File: src/rtl/ps_mul_dec_pkg.sv
// Shared encodings for the multiplier compute-field decoder: field positions,
// class/subclass codes and the list of reserved dtsts patterns.
package ps_mul_dec_pkg;

    localparam int OPC_W     = 10;
    localparam int CLS_HI    = 9;
    localparam int CLS_LO    = 8;
    localparam int OTREG_BIT = 7;
    localparam int SC_HI     = 6;
    localparam int SC_LO     = 5;
    localparam int DTSTS_HI  = 4;
    localparam int DTSTS_LO  = 1;
    localparam int RSVD_BIT  = 0;

    typedef enum logic [1:0] {
        CLS_SAT_XFER = 2'b00,
        CLS_PRODUCT  = 2'b01,
        CLS_MAC_ADD  = 2'b10,
        CLS_MAC_SUB  = 2'b11
    } mul_cls_e;

    typedef enum logic [1:0] {
        SC_MR0    = 2'b00,
        SC_MR1    = 2'b01,
        SC_MR2    = 2'b10,
        SC_SAT_MR = 2'b11
    } mul_sc_e;

    // Issued control word; dtsts is {ryUbS, rxUbS, IbF, rnd}.
    typedef struct packed {
        mul_cls_e   cls;
        logic       otreg;
        mul_sc_e    sc;
        logic [3:0] dtsts;
    } mul_ctl_t;

    localparam int N_ILL_DTSTS = 4;
    localparam logic [4*N_ILL_DTSTS-1:0] ILL_DTSTS = {4'b1101, 4'b1001, 4'b0101, 4'b0001};

    function automatic logic dtsts_illegal(input logic [3:0] dtsts);
        logic hit;
        hit = 1'b0;
        for (int i = 0; i < N_ILL_DTSTS; i++) begin
            if (dtsts == ILL_DTSTS[i*4 +: 4]) hit = 1'b1;
        end
        return hit;
    endfunction

    // Takes the opcode without its reserved bit; indices keep their field positions.
    function automatic mul_ctl_t opc_fields(input logic [OPC_W-1:DTSTS_LO] opc);
        mul_ctl_t f;
        f.cls   = mul_cls_e'(opc[CLS_HI:CLS_LO]);
        f.otreg = opc[OTREG_BIT];
        f.sc    = mul_sc_e'(opc[SC_HI:SC_LO]);
        f.dtsts = opc[DTSTS_HI:DTSTS_LO];
        return f;
    endfunction

endpackage

File: src/rtl/ps_mul_opc_chk.sv
// Combinational legality check of the multiplier compute field.
import ps_mul_dec_pkg::*;

module ps_mul_opc_chk (
    input  logic [OPC_W-1:0] mul_opc,
    output logic             legal
);

    mul_ctl_t f;
    logic     ill_rsvd;
    logic     ill_dtsts;
    logic     ill_sat;
    logic     ill_subcls;

    always_comb begin
        f          = opc_fields(mul_opc[OPC_W-1:DTSTS_LO]);
        ill_rsvd   = mul_opc[RSVD_BIT];
        ill_dtsts  = dtsts_illegal(f.dtsts);
        // SAT only exists as an MR-targeted operation.
        ill_sat    = (f.cls == CLS_SAT_XFER) && (f.sc == SC_SAT_MR) && !f.otreg;
        ill_subcls = (f.cls != CLS_SAT_XFER) && (f.sc != SC_MR0);
        legal      = !(ill_rsvd || ill_dtsts || ill_sat || ill_subcls);
    end

endmodule

File: src/rtl/ps_mul_dec.sv
// Multiplier compute-field decoder: issues a registered control word and
// captures the multiplier status flags two cycles after issue.
import ps_mul_dec_pkg::*;

module ps_mul_dec #(
    parameter int CNT_W = 8
) (
    input  logic             clk,
    input  logic             reset,
    input  logic             instr_vld,
    input  logic [OPC_W-1:0] mul_opc,
    input  logic             cond_pass,
    input  logic             stall,
    input  logic             stky_clr,
    input  logic             mul_ps_mv,
    input  logic             mul_ps_mn,
    output logic             ps_mul_en,
    output logic             ps_mul_otreg,
    output logic [3:0]       ps_mul_dtsts,
    output logic [1:0]       ps_mul_cls,
    output logic [1:0]       ps_mul_sc,
    output logic             illegal_opc,
    output logic             astat_mv,
    output logic             astat_mn,
    output logic             stky_mvs,
    output logic [CNT_W-1:0] ovf_cnt
);

    logic             opc_legal;
    logic             issue_req;
    logic             accept;
    logic             reject;
    logic             exe_vld;
    logic             ovf_capture;
    logic             cnt_full;
    logic             stky_d;
    logic [CNT_W-1:0] ovf_cnt_d;
    mul_ctl_t         ctl_d;
    mul_ctl_t         ctl_q;

    ps_mul_opc_chk u_chk (
        .mul_opc (mul_opc),
        .legal   (opc_legal)
    );

    // instr_vld is the valid, ~stall the ready; a field transfers only when
    // valid & ready & cond_pass, and the decision lands one cycle later.
    always_comb begin
        issue_req = instr_vld & ~stall & cond_pass;
        accept    = issue_req & opc_legal;
        reject    = issue_req & ~opc_legal;
        ctl_d     = accept ? opc_fields(mul_opc[OPC_W-1:DTSTS_LO]) : ctl_q;
    end

    always_ff @(posedge clk or posedge reset) begin
        if (reset) begin
            ps_mul_en   <= 1'b0;
            illegal_opc <= 1'b0;
            exe_vld     <= 1'b0;
            ctl_q       <= '0;
        end else begin
            ps_mul_en   <= accept;
            illegal_opc <= reject;
            exe_vld     <= ps_mul_en;
            ctl_q       <= ctl_d;
        end
    end

    assign ps_mul_cls   = ctl_q.cls;
    assign ps_mul_otreg = ctl_q.otreg;
    assign ps_mul_sc    = ctl_q.sc;
    assign ps_mul_dtsts = ctl_q.dtsts;

    // A capture coinciding with a clear leaves the new event recorded.
    always_comb begin
        ovf_capture = exe_vld & mul_ps_mv;
        cnt_full    = &ovf_cnt;
        stky_d      = ovf_capture | (stky_mvs & ~stky_clr);
        ovf_cnt_d   = ovf_cnt;
        if (stky_clr) begin
            ovf_cnt_d = ovf_capture ? CNT_W'(1) : '0;
        end else if (ovf_capture && !cnt_full) begin
            ovf_cnt_d = ovf_cnt + CNT_W'(1);
        end
    end

    always_ff @(posedge clk or posedge reset) begin
        if (reset) begin
            astat_mv <= 1'b0;
            astat_mn <= 1'b0;
            stky_mvs <= 1'b0;
            ovf_cnt  <= '0;
        end else begin
            if (exe_vld) begin
                astat_mv <= mul_ps_mv;
                astat_mn <= mul_ps_mn;
            end
            stky_mvs <= stky_d;
            ovf_cnt  <= ovf_cnt_d;
        end
    end

endmodule

File: config.mk
export PLATFORM = sky130hd
export DESIGN_NAME = ps_mul_dec
export DESIGN_NICKNAME = d
export VERILOG_FILES = /design/src/rtl/ps_mul_dec_pkg.sv /design/src/rtl/ps_mul_opc_chk.sv /design/src/rtl/ps_mul_dec.sv
export SDC_FILE = /design/constraint.sdc
export NUM_CORES = 1
export LEC_CHECK = 0
export CORE_UTILIZATION = 30
export CTS_CLUSTER_DIAMETER = 200
export CTS_CLUSTER_SIZE = 8
export DETAILED_ROUTE_END_ITERATION = 7
export PLACE_DENSITY = 0.62
export SYNTH_ARGS = -nofsm -noshare
export SYNTH_HDL_FRONTEND = slang
export SYNTH_SLANG_ARGS = --single-unit
File: constraint.sdc
create_clock -name clk -period 1.3 [get_ports clk]
set_input_delay 0.325 -clock clk [delete_from_list [all_inputs] [get_ports clk]]
set_output_delay 0.325 -clock clk [all_outputs]
set_load 0.01 [all_outputs]
==> impl_metrics.env <==
export IMPL_status="finished with violations"
export IMPL_violations="negative setup slack"
export IMPL_cts_buffers=3
export IMPL_yosysTopAreaCell="dfrtp_1"
export IMPL_fin_util_pct=56.1
export IMPL_ff_latch_area_um2=576
export IMPL_ios=40
export IMPL_die_height_um=61.6
export IMPL_fin_nets=195
export IMPL_dpl_cell_count=199
export IMPL_avgViaCountPerCell=4.81
export IMPL_maxSlewHeadroom_pct=75.8
export IMPL_clock_power_share_pct=20.0
export IMPL_clock_fmax_mhz=707
export IMPL_die_w_um=61.6
export IMPL_ys_types=30
export IMPL_synthMuxAreaShare_pct=11.5
export IMPL_cts_hold_buf=0
export IMPL_dp_hpwl_um=2080
export IMPL_initial_core_util_pct=31.7
export IMPL_ir_drop_mv=0.429
export IMPL_ys_flop_type="dfrtp_1"
export IMPL_p_leak_uw=0.000990
export IMPL_drcViolationCount=0
export IMPL_vias=1064
export IMPL_overflow=0
export IMPL_clockRootBuffer="clkbuf_4"
export IMPL_synthesis_nets=110
export IMPL_synth_edff_count=0
export IMPL_grt_pass1_wl_um=4790
export IMPL_synth_area_mm2=0.00107
export IMPL_fillers=335
export IMPL_synth_avg_cell_area_um2=11.7
export IMPL_drive_gt1_share_pct=54.3
export IMPL_num_rows=21
export IMPL_grt_use_total_pct=17.2
export IMPL_yosys_area_share_adder_pct=1.17
export IMPL_drtPass1Iterations=4
export IMPL_synthTopCellsByArea="dfrtp_1, mux2_4, nor2_1"
export IMPL_max_cap_viol_count=0
export IMPL_hold_path_class="in -> async"
export IMPL_synth_top_family_by_area="simple AND/OR/NAND/NOR gates"
export IMPL_cts_sinks=23
export IMPL_fin_ws_ns=-0.114
export IMPL_syn_to_final_growth_pct=76.8
export IMPL_drtIter0Drc=33
export IMPL_antenna_found_initial=0
export IMPL_clock_path_buffers=2
export IMPL_ant_nets=0
export IMPL_fin_skew_ns=0.00827
export IMPL_fin_cells=221
export IMPL_design_area_mm2=0.00189
export IMPL_worst_ep_arrival_time_ns=1.65
export IMPL_grt_pass1_vias=1101
export IMPL_multi_input_area_um2=571
export IMPL_synth_top_cells_by_count="dfrtp_1, nor2_1, inv_1"
export IMPL_critPathCaptureType="flip-flop"
export IMPL_finalCritPeriodShare_pct=109
export IMPL_grt_max_degree=24
export IMPL_ys_seq_elements=23
export IMPL_cts_tree="yes"
export IMPL_power_switching_uw=435
export IMPL_cellPowerDensity_mw_per_mm2=849
export IMPL_worstPathRequired_ns=1.54
export IMPL_hold_violations=0
export IMPL_coreArea_mm2=0.00336
export IMPL_placed_cell_area_mm2=0.00173
export IMPL_ys_warnings_count=0
export IMPL_p_seq_share_pct=53.1
export IMPL_port_buffers=39
export IMPL_dp_slack_ns=-0.715
export IMPL_worst_slew_pin_slew_ns=0.363
export IMPL_gp_congestion=0.874
export IMPL_diodes=0
export IMPL_rsz0062_at_grt="true"
export IMPL_power_share_switching_pct=27.1
export IMPL_dieArea_mm2=0.00380
export IMPL_slew_violations=0
export IMPL_synthXorXnorAreaFrac_pct=0.821
export IMPL_reg2reg_depth=5
export IMPL_clkTransAtPathRegs_ns=0.12
export IMPL_synth_top_area_share_pct=53.9
export IMPL_synthCells=91
export IMPL_wl_per_cell_um=13.7
export IMPL_clk_latency_ns=0.30
export IMPL_timing_final_crit_period_ns=1.41
export IMPL_wirelength_um=3030
export IMPL_ctsHtreeMaxLevel=1
export IMPL_yosys_area_share_simple_pct=16.5
export IMPL_synth_compound_area_share_pct=12.9
export IMPL_yosysSeqAreaShare_pct=53.9
export IMPL_critPathLaunchType="input port"
export IMPL_critPathKind="in -> reg"
export IMPL_async_flop_share_pct=100
export IMPL_synth_most_common_cell="dfrtp_1"
export IMPL_finalSetupViolations=16
export IMPL_p_int_uw=1170
export IMPL_combPwrFrac_pct=26.8
export IMPL_cp_max_fo=3
-- path summary, 6_finish.rpt --
kind	from	slack, ns	to
setup / recovery	mul_opc[8]	-0.11	ps_mul_cls[1]
hold / removal	reset	0.32	astat_mn
setup reg to reg	ovf_cnt[4]	-0.09	ovf_cnt[3]
hold reg to reg	ps_mul_en	0.39	exe_vld
max in group asynchronous	reset	0.84	ovf_cnt[2]
min in group clk	mul_opc[8]	0.33	ps_mul_cls[0]
-- layout make-up --
class | instances | area share, %
well taps | 46 | 3.05
repair buffers | 80 | 33.2
multi-input cells | 60 | 30.2
flip-flops and latches | 23 | 30.5
inverters | 8 | 1.59
clock buffers | 4 | 1.39
-- state kept, by name, indices dropped and copies added, names as in the netlist --
name and count:
ps_mul_cls 2, astat_mv 1, illegal_opc 1, ovf_cnt 8, exe_vld 1, ps_mul_dtsts 4
ps_mul_en 1, astat_mn 1, stky_mvs 1, ps_mul_otreg 1, ps_mul_sc 2
-- per-layer routing --
layer,GRT usage [%],vias up,share of wire (%)
met2,31.2,41,54
met5,0,-,0
met3,3.78,2,6.2
li1,-,496,-
met4,5.08,0,0.30
met1,20.1,525,39
-- layout by cell type, fill, tap and decap left out, types with 2 or more instances in the layout --
| cell type | instances |
|---|---|
| nor3_4 | 2 |
| buf_6 | 7 |
| buf_4 | 35 |
| nand3b_1 | 2 |
| buf_2 | 2 |
| nand4_1 | 2 |
| nor2_2 | 2 |
| o21ai_0 | 2 |
| clkdlybuf4s50_1 | 7 |
| dlygate4sd2_1 | 6 |
| clkbuf_2 | 19 |
| nand3_1 | 6 |
| mux2_4 | 7 |
| inv_1 | 7 |
| a31oi_1 | 2 |
| nand3b_4 | 2 |
| dfrtp_1 | 23 |
| dlymetal6s2s_1 | 3 |
| nor2_1 | 8 |
| a22o_1 | 2 |
| clkbuf_4 | 3 |
-- power groups by stage --
stage	Clock (uW)	Sequential (uW)	Combinational [uW]
after floorplan	0	893	131
after global placement	0	862	442
after detailed placement	0	859	458
after CTS	342	849	453
after global routing	370	860	461
final	321	851	430
-- critical path, stage by stage --
cell      delay, ns
buf_6          0.09
or2_4          0.25
a221oi_4       0.36
buf_4          0.18
nor3b_4        0.25
a22o_1         0.18
-- stage by stage --
stage | hold WS (ns) | power [uW] | setup TNS (ns)
floorplan | 0.327 | 1020 | -1.65
global placement | 0.368 | 1300 | -8.85
detailed placement | 0.377 | 1320 | -9.65
CTS | 0.216 | 1640 | -0.406
global route | 0.302 | 1690 | -1.67
finish | 0.321 | 1600 | -0.693
-- kinds of logic after synthesis --
kind of cell               Yosys count
AOI/OAI and AO/OA                   17
xor gates and xnor gates             1
adders and majority gates            1
buffers and inverters                9
DFF                                 23
muxes                                9
and+or+nand+nor                     31
-- repair_timing --
item	CTS	global route
cloned	1	0
setup buffers	13	4
endpoints found under the setup margin	38	38
resized for setup	68	38
pin swaps	12	12
Power figures use the tool's default switching activity.
